$ cat src/rtl/memory_stage.sv
// rtl/memory_stage.sv - MIPS memory stage: data-memory handshake, branch/jump resolve, MEM/WB latch
// Optional: MEM_ALIGN_CHECK_EN traps misaligned accesses and adds the sticky align_fault output.
module memory_stage (
  input  logic        CLK,
  input  logic        nRST,
  input  logic        ex_dREN,
  input  logic        ex_dWEN,
  input  logic        ex_BEQ,
  input  logic        ex_BNE,
  input  logic        ex_zero,
  input  logic [1:0]  ex_JumpSel,
  input  logic [31:0] ex_JumpAddr,
  input  logic [31:0] ex_NPC,
  input  logic [31:0] ex_Imm_Ext,
  input  logic [31:0] ex_port_a,
  input  logic [31:0] ex_port_b,
  input  logic [31:0] ex_port_o,
  input  logic [4:0]  ex_Rw,
  input  logic        ex_RegWEN,
  input  logic        ex_MemtoReg,
  input  logic        ex_halt,
  input  logic        advance,
  input  logic        dhit,
  input  logic [31:0] dmemload,
  output logic        dmemREN,
  output logic        dmemWEN,
  output logic [31:0] dmemaddr,
  output logic [31:0] dmemstore,
  output logic        mem_stall,
  output logic        pc_redirect,
  output logic [31:0] pc_target,
  output logic [4:0]  wb_Rw,
  output logic        wb_RegWEN,
  output logic        wb_halt,
  output logic [31:0] wb_wdata,
  output logic [31:0] FW_mem_data
`ifdef MEM_ALIGN_CHECK_EN
  ,
  output logic        align_fault
`endif
);

  typedef enum logic [1:0] {IDLE, WAIT, DONE} state_t;

  state_t      state;
  logic        access;
  logic        misaligned;
  logic        req;
  logic        hit;
  logic        stall;
  logic        latch_en;
  logic        taken;
  logic        jump_abs;
  logic        jump_reg;
  logic [31:0] load_buf;
  logic [31:0] load_data;
  logic [31:0] sel_wdata;

  assign access = ex_dREN | ex_dWEN;

`ifdef MEM_ALIGN_CHECK_EN
  assign misaligned = access & (ex_port_o[1:0] != 2'b00);
`else
  assign misaligned = 1'b0;
`endif

  // Request is live until the instruction's dhit has been seen (DONE).
  assign req      = access & ~misaligned & (state != DONE);
  assign hit      = req & dhit;
  assign stall    = req & ~dhit;
  assign latch_en = advance & ~stall;

  // Strobes are gated by reset so a reset mid-access drops them at once.
  assign dmemREN   = nRST & req & ex_dREN;
  assign dmemWEN   = nRST & req & ex_dWEN;
  assign dmemaddr  = ex_port_o;
  assign dmemstore = ex_port_b;
  assign mem_stall = stall;

  assign taken       = (ex_BEQ & ex_zero) | (ex_BNE & ~ex_zero);
  assign jump_abs    = (ex_JumpSel == 2'd1);
  assign jump_reg    = (ex_JumpSel == 2'd2);
  assign pc_redirect = taken | jump_abs | jump_reg;

  always_comb begin
    pc_target = ex_NPC + (ex_Imm_Ext << 2);
    if (jump_abs)
      pc_target = ex_JumpAddr;
    else if (jump_reg)
      pc_target = ex_port_a;
  end

  assign load_data = hit ? dmemload : load_buf;

  always_comb begin
    sel_wdata = ex_port_o;
    if (ex_MemtoReg)
      sel_wdata = load_data;
    else if (jump_abs & ex_RegWEN)
      sel_wdata = ex_NPC;
  end

  // A hit that retires in the same cycle returns straight to IDLE so the
  // next instruction sees a fresh request slot.
  always_ff @(posedge CLK or negedge nRST) begin
    if (!nRST) begin
      state <= IDLE;
    end else begin
      case (state)
        IDLE: begin
          if (access & ~misaligned) begin
            if (dhit)
              state <= advance ? IDLE : DONE;
            else
              state <= WAIT;
          end
        end
        WAIT: begin
          if (dhit)
            state <= advance ? IDLE : DONE;
        end
        DONE: begin
          if (advance)
            state <= IDLE;
        end
        default: state <= IDLE;
      endcase
    end
  end

  always_ff @(posedge CLK or negedge nRST) begin
    if (!nRST)
      load_buf <= 32'd0;
    else if (hit & ex_dREN)
      load_buf <= dmemload;
  end

  always_ff @(posedge CLK or negedge nRST) begin
    if (!nRST) begin
      wb_Rw     <= 5'd0;
      wb_RegWEN <= 1'b0;
      wb_halt   <= 1'b0;
      wb_wdata  <= 32'd0;
    end else if (latch_en) begin
      wb_Rw     <= ex_Rw;
      wb_RegWEN <= ex_RegWEN & ~misaligned;
      wb_halt   <= ex_halt | misaligned;
      wb_wdata  <= sel_wdata;
    end else if (stall) begin
      wb_Rw     <= 5'd0;
      wb_RegWEN <= 1'b0;
      wb_halt   <= 1'b0;
      wb_wdata  <= 32'd0;
    end
  end

  assign FW_mem_data = wb_wdata;

`ifdef MEM_ALIGN_CHECK_EN
  always_ff @(posedge CLK or negedge nRST) begin
    if (!nRST)
      align_fault <= 1'b0;
    else if (latch_en & misaligned)
      align_fault <= 1'b1;
  end
`endif

endmodule
$ cat config.mk
export PLATFORM = sky130hd
export DESIGN_NAME = memory_stage
export DESIGN_NICKNAME = d
export VERILOG_FILES = /design/src/rtl/memory_stage.sv
export SDC_FILE = /design/constraint.sdc
export NUM_CORES = 1
export LEC_CHECK = 0
export CORE_AREA = 5 5 157 159
export CTS_BUF_LIST = sky130_fd_sc_hd__clkbuf_4 sky130_fd_sc_hd__clkbuf_8
export CTS_CLUSTER_SIZE = 24
export DETAILED_ROUTE_END_ITERATION = 10
export DIE_AREA = 0 0 162 164
export DONT_BUFFER_PORTS = 1
export GPL_TIMING_DRIVEN = 0
export SLEW_MARGIN = 5
export SYNTH_ARGS = -nofsm -noshare
export SYNTH_HDL_FRONTEND = slang
export SYNTH_SLANG_ARGS = --single-unit
$ cat constraint.sdc
create_clock -name CLK -period 3.7 [get_ports CLK]
set_input_delay 0.37 -clock CLK [delete_from_list [all_inputs] [get_ports CLK]]
set_output_delay 0.37 -clock CLK [all_outputs]
set_load 0.005 [all_outputs]
# Yosys cells after proc, flatten, opt, wreduce, memory -nomap -nowiden
# Cells that the tools add are included.
# op_classes
n_addsub,1
n_eq_ne,8
muxes,18
bitwise,18
reduce_logical,3
# ops
op,count
$mux 32,7
$add 32x32->32,1
$and 1x1->1,11
$mux 2,5
$mux 5,2
$ne 2x2->1 const B,4
$pmux 2 s3,1
$eq 2x1->1 const B,2
$eq 2x2->1 const B,2
$or 1x1->1,4
$mux 1,3
$not 1->1,3
$reduce_and 3->1,1
$logic_not 2->1,1
$reduce_bool 2->1,1
# totals
ff_bits,73
word_cells,54

# Logic depth before layout (Yosys ltp)
# Gate-level depths: netlist (run 1).
# logic_depth
depth_word,6
depth_mapped,12
depth_no_buf,12

# Worst setup path after synthesis (run 1)
# No wires, ideal clock.
# synth_path
path_kind,input to output
start,input port ex_NPC[2]
end,output port pc_target[20]
t_arrival_ps,2583
required_time_ps,3330
slack_ps,747
stages,12
cell_sequence,ha_1 > fa_1 > a21o_1 > a21oi_2 > nor3_1 > o2111ai_2 > nand2_2 > a31o_1 > a31oi_1 > xnor2_1 > mux2i_1 > a22oi_1
# synth_via
elab_chain_cells,3
# synth_lines
item,line_no,source
"start, declared",13,"input logic [31:0] ex_NPC,"
$add 32x32->32,86,pc_target = ex_NPC + (ex_Imm_Ext << 2);
$mux 32,89,else if (jump_reg)
$mux 32,87,if (jump_abs)
"end, declared",31,"output logic [31:0] pc_target,"
# Every way passes these cells.

# Final worst setup path (run 1)
# Same ends and word-level chain as after synthesis.

==> impl_metrics.py, run 1 <==
metrics = {
    "finish": {
        "finalInstanceArea_um2": 7390,
        "final_cell_mix": "98 x buf_4, 83 x a21oi_1, 73 x dfrtp_1",
        "final_common_cell": "buf_4",
        "drive_gt1_share_pct": 23.3,
        "area_growth_pct": 9.29,
        "diodes": 0,
        "final.fill_count": 2424,
        "finalNetCount": 1037,
    },
    "drt": {
        "routed_via_density": 5.53,
        "avgRoutedWirePerCell_um": 25.3,
        "drcViolationCount": 0,
        "drt_wl_total_um": 26800,
        "num_vias": 5853,
        "ant_nets": 0,
        "drtPass1Iterations": 5,
        "drt_iter0_markers": 340,
    },
    "floorplan": {
        "die_h_um": 164,
        "boundaryPins": 414,
        "num_rows": 56,
        "initial_core_util_pct": 29.3,
        "die_w_um": 162,
        "dieArea_um2": 26600,
        "coreArea_um2": 23100,
    },
    "global_route": {
        "antenna_found_initial": 0,
        "overflow": 0,
        "grt_pass1_vias": 5873,
        "grt_max_degree": 74,
        "grt_use_total_pct": 19.1,
        "grt_pass1_wl_um": 38400,
    },
    "power_and_ir_drop": {
        "switchingPower_mw": 0.945,
        "max-vdd-ir-drop_v": 0.000170,
        "power.density_nw_per_um2": 367,
        "total_power_mw": 2.72,
        "seqPwrFrac_pct": 37.3,
        "p_leak_nw": 3.50,
        "p_int_mw": 1.77,
        "swShare_pct": 34.8,
        "power_frac_clock_pct": 27.1,
        "combPwrFrac_pct": 35.6,
    },
    "setup_path": {
        "crit_family": "compound AO/OA/AOI/OAI gates",
        "slowest_stage": "fa_1",
        "crit_fanout": 3,
        "critPathCaptureType": "output pin",
        "worstPathCellList": "ha_1 -> fa_1 -> a21o_1 -> a21oi_2 -> nor3_1 -> o2111ai_2 -> nand2_2 -> a31o_1 -> a31oi_1 -> xnor2_1 -> mux2i_1 -> a22oi_1",
        "path_buf_inv": 0,
        "cp.arrival_ns": 2.95,
        "critPathLaunchType": "input pin",
        "crit_type": "in2out",
        "required_ns": 3.33,
        "cpPeakStageDelay_ns": 0.42,
    },
    "timing": {
        "fin_setup_tns_ns": 0,
        "finalCritPeriodShare_pct": 89.9,
        "slew_violations": 0,
        "max_freq_mhz": 301,
        "setup_viol": 0,
        "worstMarginPinSlew_ns": 0.788,
        "period_needed_ns": 3.32,
        "skew_ns": 0.0152,
        "relSlewSlack_pct": 47.3,
        "hold_violations": 0,
        "rsz0062_at_grt": "false",
    },
    "clock_network": {
        "postCtsSetupRepairBufs": 0,
        "clkLatencyLatePin_ns": 0.36,
        "htree_levels": 3,
        "cts_resized": 0,
        "cts-buffers-inserted": 9,
        "clkSinkCount": 73,
        "postCtsHoldBufs": 2,
        "clk_path_buf_depth": 2,
        "cts_tree": "yes",
        "cts_root_buf": "clkbuf_8",
        "clk_pin_slew_ns": 0.08,
    },
    "placed_design": {
        "dpl_cell_area_um2": 7130,
        "io_buffers": 0,
        "globalplace.congestion": 0.889,
        "dpl.hpwl_um": 22800,
    },
    "yosys": {
        "synth.distinct_cells": 60,
        "synth-edff-count": 0,
        "yosys_warnings": 0,
        "synth_top_area_share_pct": 27.0,
        "synth_ff_type": "dfrtp_1",
        "async_flop_share_pct": 100,
        "ys_seq_area_share_pct": 27.0,
        "ys_top_cells_by_area": "dfrtp_1 27%, buf_4 11%, mux2i_1 9.3%",
        "syn-num-nets": 1024,
        "synth_top_cell_by_area": "dfrtp_1",
        "syn_area_um2": 6760,
        "avgSynthCellArea_um2": 9.01,
        "synth_seq_cells": 73,
        "syn_inst": 751,
    },
    "status": {
        "status": "finished, final reports clean",
    },
    "hold_path": {
        "hold_path.class": "in2reg",
    },
    "flow_run": {
        "drv_cap": 0,
    },
}
registers in the layout (all words and copies together), names as in the netlist:
name,cells
FW_mem_data,32
load_buf,32
state,2
wb_RegWEN,1
wb_Rw,5
wb_halt,1
cell usage after synthesis (16+ instances only):
master / n
buf_4: 98
a21oi_1: 83
dfrtp_1: 73
mux2i_1: 63
a211oi_1: 47
and3_1: 36
clkbuf_1: 33
mux2_2: 33
a22o_1: 32
nand2_1: 31
ha_1: 29
nor2_1: 25
xnor2_1: 19
a21o_1: 16
power by group through the flow:
stage          clock (mW)  combinational [mW]  sequential [mW]
6_report            0.737               0.966             1.01
5_1_grt             0.795                1.07             1.03
4_1_cts             0.754               0.974             1.01
3_5_place_dp            0               0.948             1.03
3_3_place_gp            0               0.941             1.03
2_1_floorplan           0               0.748            0.996
cells by family (layout without fill, tap and decap cells):
logic type / after synthesis / count (layout) / synth area share, %
adder cells (fa/ha/maj): 30 / 30 / 5.66
AND/OR/NAND/NOR: 134 / 134 / 10.4
buffers and inverters: 151 / 169 / 14.3
flip-flops: 73 / 73 / 27.0
XOR/XNOR: 28 / 28 / 3.63
multiplexers: 97 / 97 / 15.0
AO/OA/AOI/OAI: 238 / 238 / 24.0
per-layer routing:
layer / up-vias / routed length [um] / track usage (%)
met2: 295 / 13300 / 32.7
met1: 2843 / 11100 / 24.4
met5: - / 0 / 0
met4: 0 / 472 / 4.88
li1: 2689 / - / -
met3: 26 / 1860 / 4.49
metrics by stage:
step	instances	setup WS, ns	util [%]	hold slack, ns
floorplan	751	0.747	-	0.0744
global placement	1041	0.319	30.8	0.0761
detailed placement	1041	0.309	30.8	0.0758
CTS	1059	0.305	32.0	0.0512
global route	1059	0.163	32.0	0.0461
finish	1059	0.375	32.0	0.0694
cell type report:
class	instances	area [um2]	share of cell area [%]
well taps	290	363	4.91
clock inverters	6	90.1	1.22
multi-input cells	527	3970	53.7
clock buffers	10	138	1.86
plain buffers	143	935	12.6
inverters	8	30.0	0.406
repair buffers	2	37.5	0.508
flip-flops and latches	73	1830	24.7
worst register-to-register path: stages (launching register included):
cell,delay [ns]
dfrtp_1,0.40
nand2b_1,0.17
o21ai_0,0.12
nor2_1,0.61
nor2_1,0.29
clkbuf_1,0.34
a22o_1,0.31
worst paths after layout:
path | start | endpoint | slack (ns) | cells after the start
hold / removal | dhit | state[0] | 0.07 | 1
max in group asynchronous | nRST | FW_mem_data[20] | 2.81 | 2
min in group asynchronous | nRST | wb_Rw[4] | 0.55 | 2
hold reg to reg | state[1] | state[0] | 0.46 | 1
setup reg to reg | state[1] | FW_mem_data[0] | 1.36 | 6
setup / recovery | ex_NPC[2] | pc_target[20] | 0.38 | 12
Note: power is estimated with default switching activity, not from simulation.
==> inputs of run 2 (changes only) <==
==> constraint.sdc (replaced) <==
create_clock -name CLK -period 2.9 [get_ports CLK]
set_input_delay 0.29 -clock CLK [delete_from_list [all_inputs] [get_ports CLK]]
set_output_delay 0.29 -clock CLK [all_outputs]
set_load 0.005 [all_outputs]
==> impl_metrics.py, run 2 (same netlist as run 1, synthesis figures left out) <==
metrics = {
    "finish": {
        "diodes": 0,
        "final_common_cell": "buf_4",
        "seqCellArea_um2": 1830,
        "final_cell_mix": "102 x buf_4, 78 x a21oi_1, 73 x dfrtp_1",
        "multi_input_area_um2": 4070,
        "drive_gt1_share_pct": 25.6,
        "area_growth_pct": 11.3,
        "finalNetCount": 1042,
        "final.fill_count": 2417,
    },
    "global_route": {
        "grt_max_degree": 74,
        "grt_pass1_wl_um": 38500,
        "antenna_found_initial": 0,
        "grt_pass1_vias": 5884,
        "grt_use_total_pct": 19.2,
        "overflow": 0,
    },
    "power_and_ir_drop": {
        "power.density_nw_per_um2": 465,
        "max-vdd-ir-drop_v": 0.000217,
        "total_power_mw": 3.50,
        "p_leak_nw": 3.55,
    },
    "timing": {
        "rsz0062_at_grt": "true",
        "finalWorstSetupSlack_ns": -0.00653,
        "period_needed_ns": 2.91,
        "slew_violations": 0,
        "finalCritPeriodShare_pct": 100,
        "hold_violations": 0,
        "relSlewSlack_pct": 47.9,
        "max_freq_mhz": 344,
        "setup_viol": 1,
        "skew_ns": 0.0153,
        "worstMarginPinSlew_ns": 0.779,
    },
    "hold_path": {
        "hp-start": "dmemload[19]",
        "min_to": "load_buf[19]",
        "min_path_cells": 1,
        "hold_path.class": "in2reg",
    },
    "placed_design": {
        "post-place-ws_ns": -0.331,
        "dpl.hpwl_um": 22800,
        "io_buffers": 0,
        "globalplace.congestion": 0.889,
    },
    "setup_path": {
        "path_buf_inv": 0,
        "worstPathCellList": "ha_4 -> fa_2 -> a21o_1 -> a21oi_2 -> nor3_2 -> o2111ai_2 -> nand2_2 -> a31o_4 -> a31oi_4 -> xnor2_2 -> mux2i_1 -> a22oi_1",
        "crit_fanout": 3,
        "r2r-end": "FW_mem_data[0]",
        "crit_type": "in2out",
        "critPathLaunchType": "input pin",
        "slowest_stage": "fa_2",
        "reg2reg_from": "state[1]",
        "required_ns": 2.61,
        "crit_cells": 12,
        "cpPeakStageDelay_ns": 0.38,
        "rr_worst_depth": 6,
        "cp.arrival_ns": 2.62,
        "crit_family": "compound AO/OA/AOI/OAI gates",
        "critPathCaptureType": "output pin",
        "r2r_slack_ns": 0.57,
    },
    "drt": {
        "drt_wl_total_um": 27000,
        "drt_iter0_markers": 352,
        "ant_nets": 0,
        "drtPass1Iterations": 5,
        "drcViolationCount": 0,
        "avgRoutedWirePerCell_um": 25.3,
        "num_vias": 5889,
        "routed_via_density": 5.53,
    },
    "flow_run": {
        "drv_cap": 0,
    },
    "status": {
        "status": "finished, violations left",
        "violations": "negative setup slack",
    },
    "clock_network": {
        "cts_tree": "yes",
        "htree_levels": 3,
        "clk_path_buf_depth": 2,
        "cts_root_buf": "clkbuf_8",
        "cts-buffers-inserted": 9,
        "clkLatencyLatePin_ns": 0.36,
        "clk_pin_slew_ns": 0.09,
        "clkSinkCount": 73,
    },
    "floorplan": {
        "coreArea_um2": 23100,
        "die_w_um": 162,
        "num_rows": 56,
        "boundaryPins": 414,
        "die_h_um": 164,
        "initial_core_util_pct": 29.3,
        "dieArea_um2": 26600,
    },
}
## run 2: routing by layer
| metal | up-vias | GRT usage (%) | wire (um) |
|---|---|---|---|
| met5 | - | 0 | 0 |
| met4 | 0 | 4.46 | 408 |
| met3 | 24 | 4.44 | 1980 |
| met2 | 297 | 33.0 | 13500 |
| met1 | 2869 | 24.5 | 11100 |
| li1 | 2699 | - | - |
## run 2: timing repair
| item | in CTS | in global routing |
|---|---|---|
| hold buffers | 3 | 0 |
| setup endpoints to repair | 10 | 11 |
| hold endpoints to repair | 74 | 0 |
| buffers inserted | 1 | 3 |
| gates resized for setup | 6 | 14 |
| pin swaps | 7 | 15 |
## run 2: metrics by stage
stage                     TNS [ns]  cell area, um2  util, %  hold slack (ns)  std cells
after floorplan                  0            6760        -         -0.00559        751
after global placement       -1.04            7130     30.8         -0.00394       1041
after detailed placement     -1.21            7130     30.8         -0.00416       1041
after CTS                  -0.0454            7450     32.2           0.0432       1061
after global routing        -0.227            7530     32.6           0.0437       1064
final                     -0.00653            7530     32.6           0.0684       1064
## run 2: final cells by class
type                       count  share of cell area [%]
multi-input combinational    527                    54.1
sequential                    73                    24.3
buffer                       143                    12.4
tap                          290                    4.82
clock buffer                  10                    1.83
clock inverter                 6                    1.20
timing repair buffer           7                    1.03
inverter                       8                   0.399
## run 2: how the worst max path moves through the flow
stage	startpoint	to	slack (ns)
final	ex_Imm_Ext[0]	pc_target[20]	-0.007
after detailed placement	ex_NPC[2]	pc_target[20]	-0.33
after global routing	ex_Imm_Ext[0]	pc_target[20]	-0.11
after floorplan	ex_NPC[2]	pc_target[20]	0.11
after CTS	ex_NPC[2]	pc_target[20]	-0.04
after global placement	ex_NPC[2]	pc_target[20]	-0.32
## run 2: power breakdown
group          total (mW)  internal [mW]  switching (mW)  leakage, nW
combinational        1.27          0.601           0.667         2.53
sequential           1.29           1.17           0.122        0.904
clock               0.941          0.511           0.429        0.113
total                3.50           2.28            1.22         3.55
## run 2: worst reg2reg max path, delay by kind of cell, from the launching register on
kind,cells,cell delay [ns]
compound gates,2,0.42
flops,1,0.40
simple gates,3,1.05
buf+inv,1,0.34
